## config.mk

```make
export PLATFORM = sky130hd
export DESIGN_NAME = rr_mux_n
export DESIGN_NICKNAME = d
export VERILOG_FILES = /design/src/rtl/rr_mux_n.sv
export SDC_FILE = /design/constraint.sdc
export NUM_CORES = 1
export LEC_CHECK = 0
export BUFFER_PORTS_ARGS = -buffer_cell sky130_fd_sc_hd__clkbuf_2
export CAP_MARGIN = 0
export CORE_MARGIN = 2
export CORE_UTILIZATION = 25
export DETAILED_ROUTE_END_ITERATION = 7
export RECOVER_POWER = 100
export SLEW_MARGIN = 5
export SYNTH_ARGS = -nofsm -noshare
export SYNTH_HDL_FRONTEND = slang
export SYNTH_SLANG_ARGS = --single-unit
export TNS_END_PERCENT = 30
```

## constraint.sdc

```tcl
create_clock -name clk -period 4.2 [get_ports clk]
set_input_delay 1.26 -clock clk [delete_from_list [all_inputs] [get_ports clk]]
set_output_delay 1.26 -clock clk [all_outputs]
set_load 0.02 [all_outputs]
```

## src/rtl/rr_mux_n.sv

```systemverilog
// N-channel, W-bit valid/ready multiplexer with fixed-select and round-robin
// modes, followed by a single output register stage.
module rr_mux_n #(
   parameter  int unsigned NCH  = 4,
   parameter  int unsigned W    = 8,
   localparam int unsigned SELW = $clog2(NCH)
) (
   input  logic              clk,
   input  logic              rst_n,
   input  logic              mode,
   input  logic [SELW-1:0]   sel,
   input  logic [NCH*W-1:0]  in_data,
   input  logic [NCH-1:0]    in_valid,
   output logic [NCH-1:0]    in_ready,
   output logic [W-1:0]      out_data,
   output logic [SELW-1:0]   out_ch,
   output logic              out_valid,
   input  logic              out_ready
);

   logic [W-1:0]    out_data_q, out_data_d;
   logic [SELW-1:0] out_ch_q, out_ch_d;
   logic            out_valid_q, out_valid_d;
   logic [SELW-1:0] ptr_q, ptr_d;

   logic            can_accept;
   logic            gnt_vld;
   logic [SELW-1:0] gnt_idx;
   logic [SELW-1:0] rr_idx;
   logic [W-1:0]    gnt_data;
   logic            load;

   assign can_accept = !out_valid_q || out_ready;

   // Grant selection: fixed index in mode 0, first valid after ptr in mode 1.
   always_comb begin
      gnt_vld = 1'b0;
      gnt_idx = '0;
      rr_idx  = '0;
      if (!mode) begin
         // Loop compare keeps an out-of-range sel from indexing past in_valid.
         for (int i = 0; i < int'(NCH); i++) begin
            if (sel == SELW'(i) && in_valid[i]) begin
               gnt_vld = 1'b1;
               gnt_idx = SELW'(i);
            end
         end
      end else begin
         // Walk from farthest to nearest so the nearest valid channel wins.
         for (int k = int'(NCH); k >= 1; k--) begin
            rr_idx = SELW'((int'(ptr_q) + k) % int'(NCH));
            if (in_valid[rr_idx]) begin
               gnt_vld = 1'b1;
               gnt_idx = rr_idx;
            end
         end
      end
   end

   // Data of the granted channel.
   always_comb begin
      gnt_data = '0;
      for (int i = 0; i < int'(NCH); i++) begin
         if (gnt_idx == SELW'(i)) begin
            gnt_data = in_data[i*W +: W];
         end
      end
   end

   assign load = rst_n && can_accept && gnt_vld;

   // One-hot ready toward the granted channel; silent while in reset.
   always_comb begin
      in_ready = '0;
      if (load) begin
         in_ready[gnt_idx] = 1'b1;
      end
   end

   // Next state of the output register and round-robin pointer.
   always_comb begin
      out_data_d  = out_data_q;
      out_ch_d    = out_ch_q;
      out_valid_d = out_valid_q;
      ptr_d       = ptr_q;
      if (load) begin
         out_data_d  = gnt_data;
         out_ch_d    = gnt_idx;
         out_valid_d = 1'b1;
         if (mode) begin
            ptr_d = gnt_idx;
         end
      end else if (out_valid_q && out_ready) begin
         out_valid_d = 1'b0;
      end
   end

   // State registers; reset parks ptr on the last channel so search starts at 0.
   always_ff @(posedge clk or negedge rst_n) begin
      if (!rst_n) begin
         out_data_q  <= '0;
         out_ch_q    <= '0;
         out_valid_q <= 1'b0;
         ptr_q       <= SELW'(NCH - 1);
      end else begin
         out_data_q  <= out_data_d;
         out_ch_q    <= out_ch_d;
         out_valid_q <= out_valid_d;
         ptr_q       <= ptr_d;
      end
   end

   assign out_data  = out_data_q;
   assign out_ch    = out_ch_q;
   assign out_valid = out_valid_q;

endmodule

```

==> flow_summary.toml <==
[worst_setup_path]
slowest_stage = "mux4_2"
required_ps = 2940
slowest_delay_ps = 510
critical_path_arrival_ps = 2720
r2r-start = "ptr_q[1]$_DFFE_PN1P_"
end_kind = "output port"
cp-start-kind = "primary input"
ff2ff_setup_slack_ps = 2310
reg2reg_to = "out_data[7]$_DFFE_PN0N_"
worst-setup-path-type = "in -> out"
cp_num_buf_inv = 3
rr_worst_depth = 6
crit_family = "multiplexers"
crit_chain = "clkbuf_2 > mux4_2 > o2111ai_1 > buf_4 > nand2b_1 > nor2_1 > clkbuf_1"
crit_fanout = 6

[timing]
worstMarginPinSlew_ps = 761
hold_viol_final = 0
slew_violations = 0
rsz0062_at_grt = "false"
finalCritPeriodShare_pct = 94.8
slew_headroom_pct = 49.3
setup_tns_ps = 0
period_minus_slack_ps = 3980
setup_viol = 0
fin_skew_ps = 6.80
fmax_mhz = 251

[synth]
synthesis.area_sq_um = 898
synth_most_common_cell = "mux2i_1"
syn_area_per_cell_sq_um = 9.87
async_flop_share_pct = 100
synth-seq-area-share_pct = 36.5
ys_ff_latch = 13
synthesis.nets = 133
synthFlopType = "dfrtp_1"
synth_edf_count = 0
synthCells = 91
yosysWarningCount = 0
synthTopCellsByArea = "dfrtp_1, mux2i_1, o221ai_1"
synth.top_cell.area_share_pct = 30.6
synth_commonest_cells = "mux2i_1, nand2_1, dfrtp_1"
yosys.area.top_type = "dfrtp_1"
synth.distinct_cells = 29

[clock_tree]
cts_sinks = 13
post-cts-setup-buffers = 0
htreeDepth = 1
cts_buffers = 3
ctsResizeCount = 0
cts_hold_buf = 0
cts_tree = "built"
clock_latency_ps = 270
cts_root_buffer = "clkbuf_4"
clk_path_buf_depth = 2
clk_pin_slew_ps = 80

[power]
power_frac_comb_pct = 43.0
p_int_mw = 0.280
switching_share_pct = 39.2
p_clk_share_pct = 16.9
ir_worst_vdd_uv = 111
p_per_area_nw_per_um2 = 375
leakagePower_nw = 0.611
power_frac_seq_pct = 40.1
p_switching_mw = 0.181

[place]
routabilityCongestion = 0.816
dpl-instance-area_sq_um = 1240
hpwl_um = 2020
port_buffers = 56

[job]
max-cap-violations = 0

[hold_path]
hold_depth = 2
holdPathEnd = "out_data[0]$_DFFE_PN0N_"
hp-class = "reg -> reg"
min_from = "out_data[0]$_DFFE_PN0N_"

[floorplanning]
initial_core_util_pct = 26.5
die-area_sq_um = 4090
core_area_sq_um = 3390
io_pins = 57
die_x_um = 63.9
die_height_um = 63.9
num_rows = 21

[drt]
drt_pass1_iterations = 4
viasPerCell = 4.66
drtIter0Drc = 38
drt_wl_total_um = 2520
wl_per_cell_um = 12.8
drc = 0
vias = 918
ant_nets = 0

[global_routing]
grt_pass1_vias = 898
grt_pass1_wl_um = 4090
grt_max_degree = 15
gr-usage-all-layers_pct = 12.7
grt_overflow_total = 0
antenna_found_initial = 0

[outcome]
status = "finished clean"

[layout]
area_growth_syn_to_layout_pct = 36.9
drive_above_1_share_pct = 35.8
fin_nets = 194
design_area_sq_um = 1230
diodes = 0
-- metrics by stage --
step                      power (mW)  util [%]  std cells  setup WS, ps  hold slack [ps]
after floorplan                0.320         -         91           457              469
after global placement         0.395      36.5        193           305              469
after detailed placement       0.398      36.5        193           290              480
after CTS                      0.478      37.2        197           273              502
after global routing           0.495      36.3        197           117              519
final                          0.461      36.3        197           219              493
-- tightest hold or removal path: stages, from the launching register on --
cell and delay (ps):
dfrtp_1 350, nand2_1 50, o221ai_1 60
-- metal layers --
metal,vias to the layer above,track usage (%),wire length [um]
li1,462,-,-
met1,432,16.1,1090
met2,22,22.0,1310
met3,2,1.76,97
met4,0,4.08,12
met5,-,0,0
-- how the worst max path moves through the flow --
| stage | end | slack, ps | from | cells past startpoint |
|---|---|---|---|---|
| after floorplan | in_ready[0] | 460 | sel[1] | 5 |
| after global routing | in_ready[3] | 120 | in_valid[3] | 7 |
| after detailed placement | in_ready[2] | 290 | sel[1] | 7 |
| after CTS | in_ready[2] | 270 | sel[1] | 7 |
| final | in_ready[3] | 220 | sel[1] | 7 |
| after global placement | in_ready[2] | 310 | sel[1] | 7 |
-- cell usage in the layout, fill, tap and decap left out --
cell       count
dfrtp_1       11
a21boi_0       1
nor2_1         4
or2_2          1
inv_1          1
mux4_2         1
a31oi_1        1
clkbuf_2      41
or3b_1         1
mux2_2         2
nand3b_1       1
clkbuf_4       3
o21ai_0        4
a41o_2         1
o221ai_1       8
buf_4          3
o2111ai_1      1
mux2i_1       16
a21o_1         1
nand2b_1       5
a21oi_1        1
and3b_1        1
nand3_1        1
nor2b_1        2
o41ai_1        1
nor3b_1        1
dfstp_2        2
o31ai_1        1
nand2_1       15
clkbuf_1      18
nand4_1        1
-- power by group through the flow --
stage,logic (mW),clock network (mW),registers (mW)
floorplan,0.0999,0,0.220
global placement,0.208,0,0.187
detailed placement,0.211,0,0.187
CTS,0.212,0.0805,0.185
global route,0.217,0.0882,0.190
finish,0.198,0.0777,0.185
-- cell families after synthesis --
family | Yosys count | synth area share (%)
compound gates | 20 | 17.7
buf+inv | 6 | 4.60
flops | 13 | 36.5
mux | 19 | 22.8
simple gates | 33 | 18.4
-- registers in the layout (all words and copies together), names as in the netlist --
signal and flops:
out_data 8, ptr_q 2, out_ch 2, out_valid 1
-- area by class of cell --
type	instances	area, sq um
repair buffers	61	292
flip-flops and latches	13	328
fillers	375	2160
inverters	1	3.75
multi-input cells	72	523
clock buffers	4	26.3
well taps	46	57.6
No activity file was read; power rests on OpenSTA's default activity.
